--- src/rtl/p405s_utlb_pkg.sv ---
// Shared types for the UTLB access sequencer: FSM states, TLB op codes,
// completion source codes and the arbiter grant vector.
package p405s_utlb_pkg;

  localparam int IDX_W_DEF      = 6;
  localparam int STARVE_LIM_DEF = 4;

  typedef enum logic [1:0] {
    ST_IDLE    = 2'd0,
    ST_ACCESS  = 2'd1,
    ST_COMPARE = 2'd2,
    ST_RESULT  = 2'd3
  } state_e;

  typedef enum logic [1:0] {
    OP_TLBRE = 2'd0,
    OP_TLBWE = 2'd1,
    OP_TLBSX = 2'd2,
    OP_RSVD  = 2'd3
  } tlb_op_e;

  typedef enum logic [1:0] {
    SRC_ITLB = 2'd0,
    SRC_DTLB = 2'd1,
    SRC_EXE  = 2'd2
  } src_e;

  typedef struct packed {
    logic exe;
    logic dtlb;
    logic itlb;
  } grant_t;

  // ITLB/DTLB misses are latched as tlbsx, so one test covers every CAM access.
  function automatic logic is_lookup(input tlb_op_e op);
    return (op == OP_TLBSX) || (op == OP_RSVD);
  endfunction

endpackage

--- src/rtl/p405s_utlb_arb.sv ---
// Fixed-priority arbiter (exe > DTLB > ITLB) with an ITLB starvation
// counter that forces an ITLB win after STARVE_LIM lost arbitrations.
module p405s_utlb_arb
  import p405s_utlb_pkg::*;
#(
  parameter int STARVE_LIM = STARVE_LIM_DEF,
  parameter int CNT_W      = $clog2(STARVE_LIM + 1)
) (
  input  logic             clk,
  input  logic             rst_n,
  input  logic             arb_en_i,
  input  logic             i_req_i,
  input  logic             d_req_i,
  input  logic             exe_req_i,
  output grant_t           grant_o,
  output logic [CNT_W-1:0] starve_cnt_o
);

  logic [CNT_W-1:0] starve_q, starve_d;
  logic             starved;

  assign starved = i_req_i && (starve_q == CNT_W'(STARVE_LIM));

  // NOTE: every always_comb output gets a default first so no path leaves it unassigned (no latch).
  always_comb begin
    grant_o = '0;
    if (arb_en_i) begin
      if (starved)        grant_o.itlb = 1'b1;
      else if (exe_req_i) grant_o.exe  = 1'b1;
      else if (d_req_i)   grant_o.dtlb = 1'b1;
      else if (i_req_i)   grant_o.itlb = 1'b1;
    end
  end

  always_comb begin
    starve_d = starve_q;
    if (!i_req_i || grant_o.itlb) begin
      starve_d = '0;
    end else if ((grant_o.exe || grant_o.dtlb) && !starved) begin
      starve_d = starve_q + CNT_W'(1);
    end
  end

  // NOTE: state registers use non-blocking assignments so all flops sample pre-edge values.
  always_ff @(posedge clk or negedge rst_n) begin
    if (!rst_n) starve_q <= '0;
    else        starve_q <= starve_d;
  end

  assign starve_cnt_o = starve_q;

endmodule

--- src/rtl/p405s_utlb_access_seq.sv ---
// UTLB access sequencer: grants one requester at a time, drives the array
// enables through ACCESS/COMPARE/RESULT and returns a tagged hit/index result.
module p405s_utlb_access_seq
  import p405s_utlb_pkg::*;
#(
  parameter int IDX_W      = IDX_W_DEF,
  parameter int STARVE_LIM = STARVE_LIM_DEF
) (
  input  logic             CB,
  input  logic             resetN,
  input  logic             iLookupReq,
  input  logic             dLookupReq,
  input  logic             exeTlbReq,
  input  logic [1:0]       exeTlbOp,
  input  logic [IDX_W-1:0] exeTlbIdx,
  input  logic             utlbFlush,
  input  logic             TestM3,
  input  logic             utlbHit,
  input  logic [IDX_W-1:0] utlbHitIdx,
  output logic             iAck,
  output logic             dAck,
  output logic             exeAck,
  output logic             rdEn,
  output logic             wrEn,
  output logic             lookupEn,
  output logic             LookupenForEnC1,
  output logic [IDX_W-1:0] arrayIdx,
  output logic             done,
  output logic [1:0]       doneSrc,
  output logic             resHit,
  output logic [IDX_W-1:0] resIdx,
  output logic             busy
);

  localparam int CNT_W = $clog2(STARVE_LIM + 1);

  state_e           state_q, state_d;
  src_e             src_q, src_d;
  tlb_op_e          op_q, op_d;
  logic [IDX_W-1:0] idx_q, idx_d;
  logic             flush_q, flush_d;

  src_e             done_src_q, done_src_d;
  logic             res_hit_q, res_hit_d;
  logic [IDX_W-1:0] res_idx_q, res_idx_d;

  logic             i_ack_q, d_ack_q, exe_ack_q;
  logic             rd_en_q, wr_en_q, lookup_en_q, c1_en_q;
  logic             done_q, busy_q;
  logic [IDX_W-1:0] array_idx_q;

  logic             access_d, rd_en_d, wr_en_d, lookup_en_d;
  logic [IDX_W-1:0] array_idx_d;

  logic             arb_en;
  grant_t           grant;
  // Kept visible for debug; the sequencer itself only needs the grant.
  logic [CNT_W-1:0] starve_cnt_unused;

  assign arb_en = (state_q == ST_IDLE) && !TestM3;

  p405s_utlb_arb #(
    .STARVE_LIM (STARVE_LIM),
    .CNT_W      (CNT_W)
  ) u_arb (
    .clk          (CB),
    .rst_n        (resetN),
    .arb_en_i     (arb_en),
    .i_req_i      (iLookupReq),
    .d_req_i      (dLookupReq),
    .exe_req_i    (exeTlbReq),
    .grant_o      (grant),
    .starve_cnt_o (starve_cnt_unused)
  );

  always_comb begin
    state_d    = state_q;
    src_d      = src_q;
    op_d       = op_q;
    idx_d      = idx_q;
    flush_d    = flush_q;
    done_src_d = done_src_q;
    res_hit_d  = res_hit_q;
    res_idx_d  = res_idx_q;
    unique case (state_q)
      ST_IDLE: begin
        flush_d = 1'b0;
        if (grant.exe) begin
          state_d = ST_ACCESS;
          src_d   = SRC_EXE;
          op_d    = tlb_op_e'(exeTlbOp);
          idx_d   = exeTlbIdx;
        end else if (grant.dtlb || grant.itlb) begin
          state_d = ST_ACCESS;
          src_d   = grant.dtlb ? SRC_DTLB : SRC_ITLB;
          op_d    = OP_TLBSX;
          idx_d   = '0;
        end
      end
      ST_ACCESS: begin
        if (is_lookup(op_q)) begin
          state_d = ST_COMPARE;
          if (utlbFlush) flush_d = 1'b1;
        end else begin
          state_d    = ST_RESULT;
          done_src_d = src_q;
          res_hit_d  = 1'b0;
          res_idx_d  = idx_q;
        end
      end
      ST_COMPARE: begin
        // A flush seen in either ACCESS or COMPARE kills the hit but not the done.
        state_d    = ST_RESULT;
        done_src_d = src_q;
        res_hit_d  = utlbHit && !utlbFlush && !flush_q;
        res_idx_d  = utlbHitIdx;
      end
      ST_RESULT: state_d = ST_IDLE;
      default:   state_d = ST_IDLE;
    endcase
  end

  // Outputs are decoded from next state so they register alongside it.
  assign access_d    = (state_d == ST_ACCESS);
  assign rd_en_d     = access_d && (op_d == OP_TLBRE);
  assign wr_en_d     = access_d && (op_d == OP_TLBWE);
  assign lookup_en_d = access_d && is_lookup(op_d);
  assign array_idx_d = (rd_en_d || wr_en_d) ? idx_d : '0;

  always_ff @(posedge CB or negedge resetN) begin
    if (!resetN) begin
      state_q     <= ST_IDLE;
      src_q       <= SRC_ITLB;
      op_q        <= OP_TLBRE;
      idx_q       <= '0;
      flush_q     <= 1'b0;
      done_src_q  <= SRC_ITLB;
      res_hit_q   <= 1'b0;
      res_idx_q   <= '0;
      i_ack_q     <= 1'b0;
      d_ack_q     <= 1'b0;
      exe_ack_q   <= 1'b0;
      rd_en_q     <= 1'b0;
      wr_en_q     <= 1'b0;
      lookup_en_q <= 1'b0;
      c1_en_q     <= 1'b0;
      array_idx_q <= '0;
      done_q      <= 1'b0;
      busy_q      <= 1'b0;
    end else begin
      state_q     <= state_d;
      src_q       <= src_d;
      op_q        <= op_d;
      idx_q       <= idx_d;
      flush_q     <= flush_d;
      done_src_q  <= done_src_d;
      res_hit_q   <= res_hit_d;
      res_idx_q   <= res_idx_d;
      i_ack_q     <= grant.itlb;
      d_ack_q     <= grant.dtlb;
      exe_ack_q   <= grant.exe;
      rd_en_q     <= rd_en_d;
      wr_en_q     <= wr_en_d;
      lookup_en_q <= lookup_en_d;
      c1_en_q     <= (state_d == ST_COMPARE);
      array_idx_q <= array_idx_d;
      done_q      <= (state_d == ST_RESULT);
      busy_q      <= (state_d != ST_IDLE);
    end
  end

  assign iAck            = i_ack_q;
  assign dAck            = d_ack_q;
  assign exeAck          = exe_ack_q;
  assign rdEn            = rd_en_q;
  assign wrEn            = wr_en_q;
  assign lookupEn        = lookup_en_q;
  assign LookupenForEnC1 = c1_en_q;
  assign arrayIdx        = array_idx_q;
  assign done            = done_q;
  assign doneSrc         = done_src_q;
  assign resHit          = res_hit_q;
  assign resIdx          = res_idx_q;
  assign busy            = busy_q;

endmodule

--- config.mk ---
export PLATFORM = sky130hd
export DESIGN_NAME = p405s_utlb_access_seq
export DESIGN_NICKNAME = d
export VERILOG_FILES = /design/src/rtl/p405s_utlb_pkg.sv /design/src/rtl/p405s_utlb_arb.sv /design/src/rtl/p405s_utlb_access_seq.sv
export SDC_FILE = /design/constraint.sdc
export NUM_CORES = 1
export LEC_CHECK = 0
export CAP_MARGIN = 20
export CORE_MARGIN = 5
export CORE_UTILIZATION = 61
export DETAILED_ROUTE_END_ITERATION = 16
export DONT_BUFFER_PORTS = 1
export GPL_TIMING_DRIVEN = 0
export MAX_ROUTING_LAYER = met4
export PLACE_DENSITY = 0.81
export SLEW_MARGIN = 20
export SYNTH_ARGS = -nofsm -noshare
export SYNTH_HDL_FRONTEND = slang
export SYNTH_HIERARCHICAL = 1
export SYNTH_SLANG_ARGS = --single-unit
--- constraint.sdc ---
create_clock -name CB -period 2.5 [get_ports CB]
set_input_delay 0.25 -clock CB [delete_from_list [all_inputs] [get_ports CB]]
set_output_delay 0.25 -clock CB [all_outputs]
set_load 0.01 [all_outputs]
==> out/results.tsv <==
stage	metric	value	unit
status	status	finished, final reports clean	
floorplan	fp.coreArea	2780	um^2
global_routing	antenna_found_initial	0	
logic_synthesis	yosys.area_share.simple	13.5	%
floorplan	initial_utilization	64.4	%
timing	post-route-period-util	92.5	%
critical_path	path_buf_inv	3	
clocking	clock_latency	0.35	ns
critical_path	cp_data_required_time	2.73	ns
timing	setup_viol	0	
route	vias	1067	
power	p_leak	0.912	nW
clocking	clockRootBuffer	clkbuf_4	
clocking	clockBufferDepth	2	
logic_synthesis	synth_fa_ha_area_share	4.19	%
critical_path	crit_family	simple AND/OR/NAND/NOR gates	
global_routing	overflow	0	
placed_design	hpwl	2450	um
cells_and_area	n_antenna_cell	0	
critical_path	cp_slowest_cell	dfrtp_1	
global_routing	grt_pass1_vias	1123	
timing	slew_headroom	67.5	%
cells_and_area	most-common-layout-cells	40 x dfrtp_1, 15 x mux2_2, 10 x inv_1	
logic_synthesis	synthArstFlopShare	100	%
logic_synthesis	synth_nets	159	
timing	slew_viol_final	0	
power	power_density	1250	nW/um^2
critical_path	cp-start-kind	register	
placed_design	place_worst_setup_slack	-0.0582	ns
logic_synthesis	synth_cell_types	36	
critical_path	cpMostUsedCell	inv_1	
timing	max_freq	432	MHz
timing	skew	0.00606	ns
timing	hold_violations	0	
global_routing	grt_usage	18.3	%
placed_design	place.gp.congestion	0.792	
timing	timing.final.ws_setup	0.187	ns
floorplan	fp.dieW	64.2	um
clocking	tritoncts	done	
timing	worst_pin_slew	0.488	ns
logic_synthesis	synth-compound-area-share	12.7	%
min_path	hold_class	in2reg	
critical_path	cp_cell_sequence	inv_1 > ha_2 > inv_1 > nor2_4 > and4b_2 > or3_4 > o32ai_2 > buf_6 > nor4b_1	
cells_and_area	drive_above_1_share	31.0	%
logic_synthesis	postSynthCellCount	131	
logic_synthesis	synth_xor_area_share	0	%
clocking	clock_sinks	40	
power	totalPowerFinal	2.47	mW
logic_synthesis	yosysWarnings	6	
power	vdd.ir_drop.worst	982	uV
route	via_per_inst	6.17	
route	drt_pass1_iterations	4	
route	drt-total-wl	3350	um
critical_path	crit_type	reg2reg	
clocking	clk_pin_slew	0.11	ns
cells_and_area	nets	169	
logic_synthesis	ys.flop_type	dfrtp_1	
cells_and_area	area_growth_syn_to_layout	10.3	%
floorplan	die_area	4120	um^2
route	drtAntennaViolNets	0	
route	drc	0	
route	avgRoutedWirePerCell	19.4	um
global_routing	grt_max_degree	41	
logic_synthesis	avgSynthCellArea	13.7	um^2
logic_synthesis	ys_ff_latch	40	
logic_synthesis	synth-edff-count	0	
logic_synthesis	ys_seq_area_share	55.9	%
critical_path	crit_fanout	10	
placed_design	port_buffers	0	
floorplan	pin_count	46	
critical_path	cp-end-kind	register	
floorplan	row_count	19	
critical_path	critPathArrivalTime	2.55	ns
clocking	htreeDepth	2	
route	drtIter0Drc	52	
critical_path	slowest_delay	0.42	ns
logic_synthesis	synthMuxAreaShare	9.43	%
floorplan	dieHeight	64.2	um
timing	layout_min_cycle_time	2.31	ns
logic_synthesis	synth_top_family_by_area	simple AND/OR/NAND/NOR gates	
run	cap_viol_max_count	0	
logic_synthesis	syn-cell-area	1790	um^2
clocking	cts_buffers	5	
timing	rsz0062_at_grt	no	
cells_and_area	mostFrequentLayoutCell	dfrtp_1	
global_routing	grt_pass1_wl	5620	um
-- path summary, 6_finish.rpt --
path / startpoint / cells past startpoint / slack (ns) / to
max: state_q[1] / 9 / 0.19 / arrayIdx[0]
min: iLookupReq / 1 / 0.03 / u_arb/starve_cnt_o[1]
max reg2reg: state_q[1] / 9 / 0.19 / arrayIdx[0]
min reg2reg: src_q[1] / 1 / 0.49 / src_q[1]
max in group asynchronous: resetN / 2 / 1.97 / busy
min in group asynchronous: resetN / 2 / 0.34 / resIdx[1]
-- worst reg2reg max path, stage by stage (launching register included) --
cell	delay [ns]
dfrtp_1	0.42
inv_1	0.12
ha_2	0.25
inv_1	0.11
nor2_4	0.20
and4b_2	0.34
or3_4	0.16
o32ai_2	0.10
buf_6	0.17
nor4b_1	0.33
-- power by group --
group | switching [mW] | total [mW] | leakage (nW) | internal [mW]
Combinational | 0.501 | 0.982 | 0.346 | 0.481
Sequential | 0.168 | 1.02 | 0.515 | 0.848
Clock | 0.205 | 0.470 | 0.0515 | 0.265
-- layer usage --
metal | wire, um | vias to the layer above | GRT usage [%]
met2 | 1720 | 31 | 29.5
met4 | 36 | 0 | 7.63
met3 | 214 | 3 | 5.78
li1 | - | 495 | -
met1 | 1380 | 538 | 21.0
met5 | 0 | - | -
-- registers in the layout (all words and copies together) (netlist names), 2 cells and up --
name and flops:
arrayIdx 6, idx_q 6, resIdx 6, u_arb/starve_cnt_o 3, doneSrc 2, op_q 2, src_q 2, state_q 2
-- logic make-up (layout without fill, tap and decap cells) --
family	after synthesis	after routing
muxes	15	15
DFF	40	40
buffers and inverters	14	25
AOI/OAI and AO/OA	24	24
adders and majority gates	6	6
and+or+nand+nor	32	32
-- Yosys cell counts (all sizes together), types with 2 or more instances --
| master | instances | share of area (%) |
|---|---|---|
| o2bb2ai | 2 | 0.98 |
| a22o | 7 | 3.9 |
| nor2 | 5 | 1.0 |
| and3 | 2 | 0.84 |
| nand2b | 2 | 0.70 |
| nor3b | 2 | 1.1 |
| ha | 6 | 4.2 |
| o21ai | 2 | 0.56 |
| dfrtp | 40 | 56 |
| nand2 | 3 | 0.63 |
| buf | 4 | 2.2 |
| a21oi | 4 | 1.3 |
| and2 | 3 | 1.0 |
| o22ai | 3 | 1.4 |
| inv | 10 | 2.1 |
| nor4b | 7 | 4.5 |
| a22oi | 2 | 1.6 |
| mux2 | 15 | 9.4 |
| nor2b | 2 | 0.70 |
-- metrics by stage --
| stage | instance area [um^2] | hold slack, ns | std cells | TNS [ns] | utilization [%] |
|---|---|---|---|---|---|
| floorplan | 1790 | -0.0456 | 131 | 0 | - |
| global placement | 1830 | -0.0447 | 162 | 0 | 65.8 |
| detailed placement | 1830 | -0.0446 | 162 | -0.0737 | 65.8 |
| CTS | 1970 | 0.0143 | 173 | 0 | 70.7 |
| global route | 1970 | 0.00969 | 173 | 0 | 71.0 |
| finish | 1970 | 0.0275 | 173 | 0 | 71.0 |
-- final cells by class --
cell class                      count  area, um^2
Sequential cell                    40        1000
Tap cell                           31        38.8
Multi-Input combinational cell     77         723
Clock buffer                        7        65.1
Timing Repair Buffer                3        40.0
Inverter                           10        37.5
Buffer                              4        38.8
Clock inverter                      1        30.0
Fill cell                         198         807
-- timing repair --
action | 4_1_cts | 5_1_grt
gates cloned | 0 | 0
endpoints found under the hold margin | 41 | 0
gates resized for setup | 1 | 2
hold buffers | 3 | 0
pin swaps | 0 | 1
setup buffers | 0 | 0
setup endpoints to repair | 3 | 9
No activity file was read; power rests on OpenSTA's default activity.
